--- src/rtl/scan_step_counter.sv ---
// Windowed multi-channel pulse counter for the scan top level: counts synchronised rising
// edges over a programmable window opened by a DAC step pulse, then latches and handshakes.
module scan_step_counter #(
    parameter int         CHANNELS    = 4,
    parameter int         CNT_WIDTH   = 32,
    parameter logic [7:0] BASE_ADDR   = 8'h40,
    parameter int         SYNC_STAGES = 2
) (
    input  logic                 clock50Mhz,
    input  logic                 reset,
    input  logic [7:0]           addr,
    input  logic [7:0]           data,
    input  logic                 write,
    output logic [7:0]           data_out,
    input  logic [CHANNELS-1:0]  cnt_in,
    input  logic                 step_start,
    output logic                 step_done,
    input  logic                 host_read,
    output logic [31:0]          time_export,
    output logic [CNT_WIDTH-1:0] signals_export,
    output logic [2:0]           dbg_state_o
);

    typedef enum logic [2:0] {
        S_IDLE  = 3'd0,
        S_ARM   = 3'd1,
        S_COUNT = 3'd2,
        S_LATCH = 3'd3,
        S_HOLD  = 3'd4
    } state_t;

    state_t state_q, state_d;

    logic                 enable_q, auto_q, missed_q, ovf_q;
    logic [31:0]          win_q, wcnt_q, ts_q, time_q;
    logic [7:0]           chsel_q;
    logic [CNT_WIDTH-1:0] cnt_q [CHANNELS];
    logic [CNT_WIDTH-1:0] res_q [CHANNELS];
    logic [CHANNELS-1:0]  sync_q [SYNC_STAGES];
    logic [CHANNELS-1:0]  prev_q;
    logic [CHANNELS-1:0]  det;
    logic [CNT_WIDTH-1:0] sel_cnt;
    logic [31:0]          sel32;
    logic [8:0]           addr_diff;
    logic                 hit, clear_req, start_win;
    logic [3:0]           off;

    // Subtract in 9 bits so addresses below BASE_ADDR wrap out of the 0..15 range.
    assign addr_diff = {1'b0, addr} - {1'b0, BASE_ADDR};
    assign hit       = (addr_diff < 9'd16);
    assign off       = addr_diff[3:0];
    assign clear_req = write && hit && (off == 4'd0) && data[2];
    assign det       = sync_q[SYNC_STAGES-1] & ~prev_q;
    assign start_win = (state_q == S_ARM) && (state_d == S_COUNT);

    always_ff @(posedge clock50Mhz or posedge reset) begin
        if (reset) begin
            for (int s = 0; s < SYNC_STAGES; s++) sync_q[s] <= '0;
            prev_q <= '0;
            ts_q   <= '0;
        end else begin
            sync_q[0] <= cnt_in;
            for (int s = 1; s < SYNC_STAGES; s++) sync_q[s] <= sync_q[s-1];
            prev_q <= sync_q[SYNC_STAGES-1];
            ts_q   <= ts_q + 32'd1;
        end
    end

    always_ff @(posedge clock50Mhz or posedge reset) begin
        if (reset) begin
            enable_q <= 1'b0;
            auto_q   <= 1'b0;
            win_q    <= 32'd1;
            chsel_q  <= '0;
        end else if (write && hit) begin
            case (off)
                4'd0: begin
                    enable_q <= data[0];
                    auto_q   <= data[1];
                end
                4'd1: win_q[7:0]   <= data;
                4'd2: win_q[15:8]  <= data;
                4'd3: win_q[23:16] <= data;
                4'd4: win_q[31:24] <= data;
                4'd5: chsel_q      <= data;
                default: ;
            endcase
        end
    end

    always_ff @(posedge clock50Mhz or posedge reset) begin
        if (reset) state_q <= S_IDLE;
        else       state_q <= state_d;
    end

    always_comb begin
        state_d = state_q;
        if (clear_req) begin
            state_d = S_IDLE;
        end else begin
            case (state_q)
                S_IDLE:  if (enable_q) state_d = S_ARM;
                S_ARM: begin
                    if (!enable_q)       state_d = S_IDLE;
                    else if (step_start) state_d = S_COUNT;
                end
                S_COUNT: begin
                    if (!enable_q)               state_d = S_IDLE;
                    else if (wcnt_q == 32'd1)    state_d = S_LATCH;
                end
                S_LATCH: state_d = S_HOLD;
                S_HOLD:  if (host_read) state_d = (auto_q && enable_q) ? S_ARM : S_IDLE;
                default: state_d = S_IDLE;
            endcase
        end
    end

    always_ff @(posedge clock50Mhz or posedge reset) begin
        if (reset) begin
            for (int i = 0; i < CHANNELS; i++) begin
                cnt_q[i] <= '0;
                res_q[i] <= '0;
            end
            wcnt_q   <= '0;
            time_q   <= '0;
            ovf_q    <= 1'b0;
            missed_q <= 1'b0;
        end else if (clear_req) begin
            for (int i = 0; i < CHANNELS; i++) begin
                cnt_q[i] <= '0;
                res_q[i] <= '0;
            end
            wcnt_q   <= '0;
            time_q   <= '0;
            ovf_q    <= 1'b0;
            missed_q <= 1'b0;
        end else begin
            if (start_win) begin
                for (int i = 0; i < CHANNELS; i++) cnt_q[i] <= '0;
                wcnt_q <= (win_q == 32'd0) ? 32'd1 : win_q;
            end else if (state_q == S_COUNT) begin
                wcnt_q <= wcnt_q - 32'd1;
                // Saturate rather than wrap; a dropped increment marks overflow.
                for (int i = 0; i < CHANNELS; i++) begin
                    if (det[i]) begin
                        if (&cnt_q[i]) ovf_q    <= 1'b1;
                        else           cnt_q[i] <= cnt_q[i] + 1'b1;
                    end
                end
            end
            if (state_q == S_LATCH) begin
                for (int i = 0; i < CHANNELS; i++) res_q[i] <= cnt_q[i];
                time_q <= ts_q;
            end
            if (step_start && (state_q == S_COUNT || state_q == S_LATCH || state_q == S_HOLD))
                missed_q <= 1'b1;
        end
    end

    always_comb begin
        sel_cnt = '0;
        for (int i = 0; i < CHANNELS; i++)
            if (chsel_q == 8'(i)) sel_cnt = res_q[i];
    end

    always_comb begin
        sel32    = 32'(sel_cnt);
        data_out = '0;
        if (hit) begin
            case (off)
                4'd0:  data_out = {6'd0, auto_q, enable_q};
                4'd1:  data_out = win_q[7:0];
                4'd2:  data_out = win_q[15:8];
                4'd3:  data_out = win_q[23:16];
                4'd4:  data_out = win_q[31:24];
                4'd5:  data_out = chsel_q;
                4'd6:  data_out = {4'd0, missed_q, ovf_q, (state_q == S_HOLD),
                                   (state_q == S_ARM || state_q == S_COUNT)};
                4'd8:  data_out = sel32[7:0];
                4'd9:  data_out = sel32[15:8];
                4'd10: data_out = sel32[23:16];
                4'd11: data_out = sel32[31:24];
                default: data_out = '0;
            endcase
        end
    end

    always_comb begin
        step_done      = (state_q == S_LATCH);
        time_export    = time_q;
        signals_export = sel_cnt;
        dbg_state_o    = state_q;
    end

endmodule
--- config.mk ---
export PLATFORM = sky130hd
export DESIGN_NAME = scan_step_counter
export DESIGN_NICKNAME = d
export VERILOG_FILES = /design/src/rtl/scan_step_counter.sv
export SDC_FILE = /design/constraint.sdc
export NUM_CORES = 1
export LEC_CHECK = 0
export BUFFER_PORTS_ARGS = -buffer_cell sky130_fd_sc_hd__buf_4
export CAP_MARGIN = 20
export CORE_ASPECT_RATIO = 1.2
export CORE_MARGIN = 10
export CORE_UTILIZATION = 45
export DETAILED_ROUTE_END_ITERATION = 8
export GPL_ROUTABILITY_DRIVEN = 0
export PLACE_DENSITY = 0.7
export SYNTH_ARGS = -nofsm -noshare
export SYNTH_HDL_FRONTEND = slang
export SYNTH_SLANG_ARGS = --single-unit
export TNS_END_PERCENT = 30
--- constraint.sdc ---
create_clock -name clock50Mhz -period 17.2 [get_ports clock50Mhz]
set_clock_uncertainty 0.05 [all_clocks]
set_input_delay 0.86 -clock clock50Mhz [delete_from_list [all_inputs] [get_ports clock50Mhz]]
set_output_delay 0.86 -clock clock50Mhz [all_outputs]
set_load 0.02 [all_outputs]
==> impl_metrics.csv, run 1 <==
group,metric,value,unit
power_and_ir_drop,p_comb_share,14.1,%
worst_hold_path,hold_class,"flip-flop to flip-flop",
clocking,ctsHoldBuffers,0,
outcome,outcome,"complete, no violations",
global_routing,grt_start_max_net_pins,185,
power_and_ir_drop,pwr-share-seq,44.9,%
global_routing,grtUsageTotal,22.18,%
route,routedWlPerCell,21.71,um
power_and_ir_drop,power_switching_share,27.85,%
power_and_ir_drop,leakagePower,9.807,nW
clocking,clk_pin_slew,70,ps
clocking,cts_buffers,45,
place,port_buffers,100,
route,drt-pass1-iter-count,6,
route,num_vias,18360,
yosys,synthCells,2264,
clocking,cts.sinks,411,
yosys,synthArstFlopShare,100.0,%
yosys,synth_top_area_cell,"dfrtp_1",
final_layout,fin_util,50.98,%
yosys,ys_ff_latch,411,
clocking,clockBufferDepth,3,
sta,fin_crit_sh,23.58,%
sta,tightest_slew,1066,ps
sta,relSlewSlack,28.91,%
sta,final.setup.tns,0,ps
clocking,tritoncts,"built",
flow_run,cap_viol_max_count,0,
final_layout,nFillCells,4259,
sta,fmax,246.5,MHz
sta,rsz0062_at_grt,"false",
final_layout,area_delta_synth_final,12.58,%
floorplan,die_y,257.8,um
critical_path,crit_start,"chsel_q[0]",
power_and_ir_drop,p_total,2.416,mW
power_and_ir_drop,vdd_ir_drop_max,0.00007351,V
yosys,synth_cell_type_count,78,
final_layout,seqCellArea,10290,sq um
final_layout,finish.net_count,2313,
sta,drv_slew,0,
yosys,ys_seq_area_share,48.53,%
route,wl,63680,um
sta,setup_viol,0,
yosys,synth_area_per_cell,9.362,sq um
floorplan,die_w,218.1,um
clocking,post_cts_buffers,0,
floorplan,die_area,56220,sq um
critical_path,worstPathRequired,16290,ps
final_layout,antenna_cells,0,
critical_path,arrival,3150,ps
clocking,cts_max_level,2,
clocking,cts_resized,0,
floorplan,start_util,45.28,%
critical_path,worstPathMaxFanout,37,
floorplan,num_io_pins,101,
floorplan,rows,87,
clocking,cts_root_buf,"clkbuf_16",
power_and_ir_drop,powerDensity,101.2,nW/um^2
yosys,synth_ff_type,"dfrtp_1",
global_routing,grt_pass1_wl,101100,um
worst_hold_path,hp-start,"sync_q[4]",
critical_path,crit_type,"flip-flop to primary output",
route,drc,0,
clocking,clk_latency,570,ps
critical_path,worstRegToRegCells,6,
critical_path,worstSetupStartpointType,"flip-flop",
final_layout,drive_above_1_share,12.81,%
route,drtIter0Drc,1924,
sta,finalHoldViolCount,0,
place,hpwl,43800,um
power_and_ir_drop,p_int,1.743,mW
yosys,yosysMostFrequentCell,"nand2_1",
global_routing,grt_overflow_total,0,
final_layout,design_area,23860,sq um
sta,finalCriticalPeriod,4056,ps
yosys,syn-num-nets,2296,
power_and_ir_drop,p_sw,0.6727,mW
global_routing,antenna_found_initial,0,
yosys,synth_area_leaders,"dfrtp_1 48%, nand2_1 7.6%, a21oi_1 7.1%, mux4_2 3.1%, mux2_2 2.9%",
yosys,synth_common_cells,"431 x nand2_1, 410 x dfrtp_1, 301 x a21oi_1",
final_layout,multi_input_area,10250,sq um
route,ant_nets,0,
critical_path,endpoint_kind,"primary output",
critical_path,reg2reg_from,"dbg_state_o[2]",
power_and_ir_drop,p_clk_share,41.1,%
yosys,ys.warnings.count,0,
yosys,syn_area,21200,sq um
route,vias_per_cell,6.258,
floorplan,core_area,46810,sq um
place,post_dp_cell_area,22330,sq um
global_routing,grt_pass1_vias,17790,
worst_hold_path,whs_path_depth,0,
yosys,yosysTopAreaCellShare,48.40,%
yosys,synth_edf_count,0,
state kept, by name, indices dropped and copies added, names as in the netlist:
| signal | cells |
|---|---|
| auto_q | 1 |
| chsel_q | 8 |
| cnt_q | 128 |
| dbg_state_o | 3 |
| enable_q | 1 |
| missed_q | 1 |
| ovf_q | 1 |
| prev_q | 4 |
| res_q | 128 |
| sync_q | 8 |
| time_export | 32 |
| ts_q | 32 |
| wcnt_q | 32 |
| win_q | 32 |
metrics by stage:
stage                     hold WS, ps  cells  setup slack, ps
final                           299.4   2933            13140
after global routing            306.9   2933            13000
after CTS                       305.4   2930            13100
after detailed placement        292.7   2854            13210
after global placement          284.1   2854            13210
after floorplan                 281.2   2264             4855
power groups by stage:
stage / clock network [mW] / logic, mW / registers (mW)
floorplan: 0 / 0.230 / 1.08
global placement: 0 / 0.326 / 1.10
detailed placement: 0 / 0.336 / 1.10
CTS: 1.01 / 0.338 / 1.08
global route: 1.05 / 0.374 / 1.09
finish: 0.993 / 0.340 / 1.08
worst max-delay path: stages (launching register included):
cell      delay [ps]
dfrtp_2          370
buf_4            560
mux4_2           650
and3_1           240
nand2_1           70
a21boi_0         110
o31a_1           350
buf_4            200
worst paths after layout:
kind                            slack (ps)     endpoint
max in group asynchronous            14590     win_q[9]
min in group asynchronous              340    sync_q[5]
worst max register to register       13670    res_q[22]
worst max-delay path                 13140  data_out[2]
worst min register to register         300    sync_q[0]
worst min-delay path                   300    sync_q[0]
kinds of logic after synthesis:
| family | synth area share [%] |
|---|---|
| buffers and inverters | 3.317 |
| muxes | 7.562 |
| DFF | 48.53 |
| xor gates and xnor gates | 1.859 |
| adders and majority gates | 0.4132 |
| AOI/OAI and AO/OA | 15.23 |
| and+or+nand+nor | 23.09 |
layout make-up:
cell class              instances  area share [%]
flip-flops and latches        411           43.11
clock buffers                  61           5.222
multi-input cells            1674           42.94
inverters                      28          0.4824
repair buffers                121           4.016
clock inverters                15          0.9700
well taps                     623           3.266
cell usage in the layout (no fill, tap or decap), types with 31 or more instances in the layout:
cell type  instances
dfrtp_1          409
a21oi_1          301
nand2_1          429
o21ai_0           77
or3_1             58
nor4_1            31
o31ai_1           64
xnor2_1           33
buf_4            117
or4_1             68
and3_1            51
nand3_1           71
nor2_1            58
mux2_2            55
clkbuf_16         45
nand4_1           62
mux2i_1           33
per-layer routing:
layer	wire length (um)	global-route usage (%)	up-vias
met5	0	0	-
met3	5285	4.901	169
met2	29420	34.54	811
met1	26150	29.40	9040
li1	-	-	8335
met4	2819	9.172	0
No activity file was read; power rests on OpenSTA's default activity.
==> inputs of run 2 (changes only) <==
==> constraint.sdc (replaced) <==
create_clock -name clock50Mhz -period 4.2 [get_ports clock50Mhz]
set_clock_uncertainty 0.05 [all_clocks]
set_input_delay 0.21 -clock clock50Mhz [delete_from_list [all_inputs] [get_ports clock50Mhz]]
set_output_delay 0.21 -clock clock50Mhz [all_outputs]
set_load 0.02 [all_outputs]
==> run 2 against run 1 <==
  * First-iteration DRC count grew 7.1%
  * Register-to-register slack lost 12000 ps
  * Combinational power rose to 4.1 times the previous value
  * Design area increased by 1.1%
  * Non-clock buffer count up 21
  * Critical path type unchanged
  * Critical endpoint is now data_out[0]
  * Largest cell class unchanged
  * Largest power group unchanged
==> impl_metrics.csv, run 2 (synthesized netlist as in run 1, its figures left out) <==
group,metric,value,unit
outcome,outcome,"complete, no violations",
sta,relSlewSlack,30.70,%
clocking,clk_pin_slew,60,ps
critical_path,cp_top_family,"multiplexers",
clocking,cts_root_buf,"clkbuf_16",
critical_path,cp_slowest_cell,"dfrtp_2",
route,routedWlPerCell,21.91,um
floorplan,die_y,257.8,um
route,wl,64880,um
sta,drv_slew,0,
route,drt-pass1-iter-count,5,
clocking,cts_max_level,2,
critical_path,crit_type,"flip-flop to primary output",
final_layout,finish.net_count,2335,
sta,finalHoldViolCount,0,
route,drc,0,
clocking,cts_buffers,46,
critical_path,worstSetupStartpointType,"flip-flop",
clocking,tritoncts,"built",
critical_path,crit_path_frequent_cell,"buf_4",
power_and_ir_drop,vdd_ir_drop_max,0.0003303,V
floorplan,num_io_pins,101,
sta,finalCriticalPeriod,3353,ps
sta,tightest_slew,1039,ps
critical_path,path_cells,"buf_4 -> mux2i_1 -> mux4_2 -> o21ai_0 -> a221o_1 -> buf_4",
clocking,clk_latency,600,ps
final_layout,area_delta_synth_final,13.79,%
power_and_ir_drop,powerDensity,412.3,nW/um^2
critical_path,arrival,3090,ps
route,num_vias,18760,
global_routing,grtUsageTotal,22.48,%
critical_path,endpoint_kind,"primary output",
final_layout,drive_above_1_share,13.09,%
floorplan,core_area,46810,sq um
place,dpl.cell_count,2862,
critical_path,max_stage_delay,710,ps
global_routing,grt_overflow_total,0,
sta,fin_crit_sh,79.84,%
critical_path,worstPathRequired,3940,ps
clocking,clockBufferDepth,3,
power_and_ir_drop,leakagePower,9.918,nW
global_routing,grt_pass1_wl,102700,um
floorplan,start_util,45.28,%
route,vias_per_cell,6.336,
final_layout,nFillCells,4207,
place,post_dp_cell_area,22450,sq um
final_layout,fin_cells,2961,
sta,fmax,298.2,MHz
clocking,cts.sinks,411,
worst_hold_path,hold_class,"input port to flip-flop",
clocking,post_cts_buffers,0,
floorplan,die_w,218.1,um
floorplan,die_area,56220,sq um
flow_run,cap_viol_max_count,0,
floorplan,rows,87,
final_layout,final_cell_mix,"429 x nand2_1, 409 x dfrtp_1, 301 x a21oi_1, 120 x buf_4, 77 x o21ai_0",
final_layout,top_regs,"cnt_q x128, res_q x128",
place,port_buffers,100,
critical_path,worstPathMaxFanout,18,
final_layout,layout_commonest_cell,"nand2_1",
sta,rsz0062_at_grt,"false",
place,hpwl,44850,um
route,drtIter0Drc,2060,
route,ant_nets,0,
global_routing,grt_pass1_vias,17960,
final_layout,design_area,24120,sq um
global_routing,antenna_found_initial,3,
sta,setup_viol,0,
critical_path,path_buf_inv,2,
global_routing,grt_start_max_net_pins,125,
-- run 2: changes by cell type in the layout (fill, tap and decap cells not counted), sizes merged --
cell and change:
buf +6, bufinv -3, clkbuf +8, clkinv +1, diode +1, dlygate4sd3 +15
-- run 2: worst paths after layout --
path,start,cells after the start,slack (ps),end
setup / recovery,chsel_q[0],6,850,data_out[0]
hold / removal,write,5,180,enable_q
setup reg to reg,dbg_state_o[0],5,1280,cnt_q[52]
hold reg to reg,sync_q[5],0,300,sync_q[1]
max in group asynchronous,reset,4,2700,res_q[14]
min in group asynchronous,reset,3,250,cnt_q[98]
-- run 2: repair_timing --
item,in CTS,in global routing
hold buffers,15,0
resized for setup,0,0
endpoints found under the hold margin,71,0
-- run 2: power by group --
group | leakage (nW) | internal (mW) | total [mW] | switching (mW)
sequential | 4.23 | 4.17 | 4.45 | 0.279
combinational | 4.94 | 0.542 | 1.40 | 0.855
clock | 0.750 | 2.42 | 4.10 | 1.68
-- run 2: per-stage QoR --
step	hold WS [ps]	utilization [%]	setup slack, ps	total power [mW]	TNS (ps)
3_5_place_dp	271.2	47.95	1304	5.883	0
5_1_grt	208.1	51.52	716.0	10.34	0
3_3_place_gp	272.3	47.95	1428	5.835	0
2_1_floorplan	191.4	-	-1599	5.356	-655580
4_1_cts	150.6	51.51	846.0	9.989	0
6_report	184.1	51.53	846.5	9.946	0
-- run 2: per-layer routing --
metal | global-route usage (%) | part of all wire (%) | up-vias
met4 | 9.172 | 3.9 | 0
met5 | 0 | 0 | -
met1 | 29.41 | 40 | 9316
met2 | 35.66 | 47 | 915
met3 | 4.784 | 9.2 | 157
li1 | - | - | 8373
-- run 2: cell type report --
type | instances | area [sq um] | area share (%)
clock buffer | 69 | 1359 | 5.634
multi-input combinational | 1674 | 10250 | 42.48
inverter | 28 | 111.4 | 0.4617
tap | 623 | 779.5 | 3.232
clock inverter | 13 | 157.7 | 0.6536
antenna | 1 | 2.502 | 0.01038
timing repair buffer | 142 | 1176 | 4.876
sequential | 411 | 10290 | 42.65
-- run 2: worst reg2reg max path: stages, from the launching register on --
cell and delay [ps]:
dfrtp_1 600, nand4b_1 330, or2_2 590, nand2_4 710
buf_12 370, a21oi_1 140
==> inputs of run 3 (changes only) <==
--- a/config.mk
+++ b/config.mk
@@ -5,6 +5,7 @@
 export SDC_FILE = /design/constraint.sdc
 export NUM_CORES = 1
 export LEC_CHECK = 0
+export ABC_AREA = 1
 export BUFFER_PORTS_ARGS = -buffer_cell sky130_fd_sc_hd__buf_4
 export CAP_MARGIN = 20
 export CORE_ASPECT_RATIO = 1.2
@@ -12,7 +13,7 @@
 export CORE_UTILIZATION = 45
 export DETAILED_ROUTE_END_ITERATION = 8
 export GPL_ROUTABILITY_DRIVEN = 0
-export PLACE_DENSITY = 0.7
+export PLACE_DENSITY = 0.73
 export SYNTH_ARGS = -nofsm -noshare
 export SYNTH_HDL_FRONTEND = slang
 export SYNTH_SLANG_ARGS = --single-unit
==> constraint.sdc (replaced) <==
create_clock -name clock50Mhz -period 2.7 [get_ports clock50Mhz]
set_clock_uncertainty 0.05 [all_clocks]
set_input_delay 0.135 -clock clock50Mhz [delete_from_list [all_inputs] [get_ports clock50Mhz]]
set_output_delay 0.135 -clock clock50Mhz [all_outputs]
set_load 0.02 [all_outputs]
==> run 3 against run 2 <==
  * Combinational power down 14%
  * Routed wire length up 16%
  * Worst setup slack worse by 800 ps
  * Largest power group is now clock
  * Global-route usage grew 1.8 points
  * Synthesized area rose by 7.5%
  * Synthesized cell count increased by 40%
  * Total power is 50% higher
  * Design area grew 11%
  * Cell count grew 35%
  * Non-clock buffer count increased by 71
==> impl_metrics.csv, run 3 <==
group,metric,value,unit
outcome,outcome,"complete, no violations",
critical_path,endpoint_kind,"primary output",
critical_path,arrival,2470,ps
final_layout,fin_cells,3985,
critical_path,worstPathMaxFanout,15,
worst_hold_path,hold_class,"input port to flip-flop",
clocking,tritoncts,"built",
floorplan,num_io_pins,101,
yosys,syn_area,22790,sq um
power_and_ir_drop,powerDensity,558.7,nW/um^2
final_layout,antenna_cells,0,
place,dpl.cell_count,3863,
floorplan,die_w,225.4,um
clocking,cts_root_buf,"clkbuf_16",
route,routedWlPerCell,18.92,um
critical_path,ff2ff_setup_slack,440,ps
sta,fmax,376.3,MHz
global_routing,grt_pass1_wl,116300,um
power_and_ir_drop,pwr-share-seq,45.5,%
sta,finalHoldViolCount,0,
place,pre_cts_ws,427.4,ps
power_and_ir_drop,p_int,11.16,mW
power_and_ir_drop,vdd_ir_drop_max,0.0004853,V
flow_run,cap_viol_max_count,0,
floorplan,die_area,60080,sq um
final_layout,fin_util,53.18,%
yosys,ys.warnings.count,0,
route,num_vias,22280,
global_routing,grtUsageTotal,24.26,%
floorplan,die_y,266.5,um
floorplan,rows,90,
sta,fin_crit_sh,98.43,%
critical_path,r2r_end,"wcnt_q[24]",
route,drc,0,
global_routing,grt_overflow_total,0,
place,hpwl,53640,um
clocking,cts_max_level,2,
floorplan,core_area,50220,sq um
global_routing,grtUsageMet3,6.271,%
sta,setup_viol,0,
final_layout,top_regs,"cnt_q x128, res_q x128",
critical_path,crit_type,"flip-flop to primary output",
yosys,synthMuxAreaShare,0.04941,%
critical_path,worstPathRequired,2520,ps
critical_path,reg2reg_from,"dbg_state_o[2]",
yosys,syn-num-nets,3206,
yosys,synth_fa_ha_area_share,0.3843,%
yosys,synth_area_leaders,"dfrtp_1 45%, nand2_1 18%, nor2_1 6.2%, nand3_1 5.4%, a21oi_1 4.0%",
route,drtIter0Drc,2475,
yosys,ys_seq_area_share,45.14,%
global_routing,met2_usage,38.39,%
sta,drv_slew,0,
worst_hold_path,hp-start,"write",
yosys,synth_common_cells,"1,071 x nand2_1, 410 x dfrtp_1, 375 x nor2_1",
yosys,synth_edf_count,0,
yosys,synth_ff_type,"dfrtp_1",
yosys,yosysMostFrequentCell,"nand2_1",
power_and_ir_drop,leakagePower,12.81,nW
global_routing,top_usage_layer,"met2",
clocking,clockBufferDepth,3,
clocking,clk_pin_slew,60,ps
power_and_ir_drop,p_clk_share,46.4,%
route,vias_per_cell,5.591,
clocking,cts.sinks,411,
floorplan,start_util,45.38,%
route,drt-pass1-iter-count,8,
worst_hold_path,hold_end,"auto_q",
route,ant_nets,0,
yosys,synth_compound_area_share,8.482,%
yosys,yosysTopAreaCellShare,45.02,%
global_routing,grt_start_max_net_pins,154,
sta,tightest_slew,927.3,ps
global_routing,antenna_found_initial,0,
final_layout,finish.net_count,3340,
clocking,cts_buffers,45,
yosys,synth_top_family_by_area,"simple AND/OR/NAND/NOR gates",
sta,final.setup.tns,0,ps
critical_path,worstSetupStartpointType,"flip-flop",
yosys,synth_area_per_cell,7.180,sq um
place,port_buffers,100,
yosys,synthCells,3174,
global_routing,grt_util_met1,30.77,%
power_and_ir_drop,power_switching_share,25.23,%
yosys,synthArstFlopShare,100.0,%
global_routing,grt_pass1_vias,20950,
yosys,synth_top_area_cell,"dfrtp_1",
power_and_ir_drop,p_sw,3.764,mW
final_layout,final_cell_mix,"1,064 x nand2_1, 410 x dfrtp_1, 363 x nor2_1, 246 x nand3_1, 236 x inv_1",
route,wl,75390,um
final_layout,area_delta_synth_final,17.19,%
sta,relSlewSlack,38.18,%
yosys,synth_cell_type_count,46,
final_layout,layout_commonest_cell,"nand2_1",
sta,finalCriticalPeriod,2658,ps
power_and_ir_drop,p_comb_share,8.1,%
power_and_ir_drop,p_total,14.92,mW
sta,rsz0062_at_grt,"true",
sta,setup_ws,42.32,ps
yosys,synth_xor_area_share,3.459,%
final_layout,drive_above_1_share,10.78,%
yosys,ys_ff_latch,411,
clocking,clk_latency,590,ps
worst_hold_path,whs_path_depth,4,
yosys,yosys.area_share.simple,35.62,%
critical_path,worstRegToRegCells,9,
run 3: cell count changes in the layout (fill, tap and decap cells not counted), moves of 45 or more:
cell | before | now
o31ai_1 | 64 | 0
nand2_1 | 429 | 1064
or4_1 | 68 | 0
or3_1 | 58 | 0
inv_1 | 26 | 236
mux2_2 | 55 | 1
nor2_1 | 58 | 363
a21oi_1 | 301 | 181
nand3_1 | 71 | 246
xor2_1 | 12 | 61
and3_1 | 51 | 0
buf_4 | 120 | 165
run 3: area by class of cell:
class | count | area [sq um]
fillers | 4767 | 23520
multi-input cells | 2385 | 11070
flip-flops and latches | 411 | 10290
repair buffers | 213 | 1927
clock buffers | 62 | 1311
inverters | 251 | 954.7
well taps | 644 | 805.8
clock inverters | 18 | 349.1
repair inverters | 1 | 5.005
run 3: what timing repair did:
action                                 CTS  global route
pin swaps                                3            16
endpoints found under the hold margin   66             0
hold buffers                            20             0
buffers inserted                         4            11
resized for setup                        8            44
setup endpoints to repair                8            49
gates cloned                             0             7
run 3: cell families after synthesis:
logic type / count (synthesis)
AND/OR/NAND/NOR: 1924
flip-flops: 411
buffers and inverters: 379
AO/OA/AOI/OAI: 362
XOR/XNOR: 90
adder cells (fa/ha/maj): 7
multiplexers: 1
run 3: how the worst max path moves through the flow:
stage / startpoint / to
after floorplan: reset / auto_q
after global placement: chsel_q[6] / data_out[7]
after detailed placement: chsel_q[2] / data_out[2]
after CTS: chsel_q[6] / data_out[6]
after global routing: chsel_q[4] / data_out[6]
final: chsel_q[4] / data_out[7]
run 3: stage by stage:
stage	instance area, sq um	hold slack (ps)
final	26710	64.96
after global routing	26710	100.0
after CTS	26410	8.993
after detailed placement	24470	195.7
after global placement	24470	195.8
after floorplan	22790	116.4
run 3: power groups by stage:
| stage | sequential [mW] | clock, mW | combinational (mW) |
|---|---|---|---|
| floorplan | 6.78 | 0 | 0.775 |
| global placement | 6.87 | 0 | 1.13 |
| detailed placement | 6.88 | 0 | 1.16 |
| CTS | 6.77 | 7.00 | 1.19 |
| global route | 6.81 | 7.24 | 1.37 |
| finish | 6.79 | 6.93 | 1.21 |
run 3: routing by layer:
layer  up-vias  part of all wire [%]
met3       197                   9.9
met1     10510                    40
met2      1054                    45
met4         0                   4.5
met5         -                     0
li1      10520                     -
run 3: critical path: stages, from the launching register on:
cell and delay (ps):
dfrtp_1 390, nor2_2 170, nand2_4 110, buf_4 160, clkinv_2 150, nand3_1 90
nand4_1 150, nand2_1 60, nand2_1 80, nor2_1 50, a21oi_2 250, buf_4 200
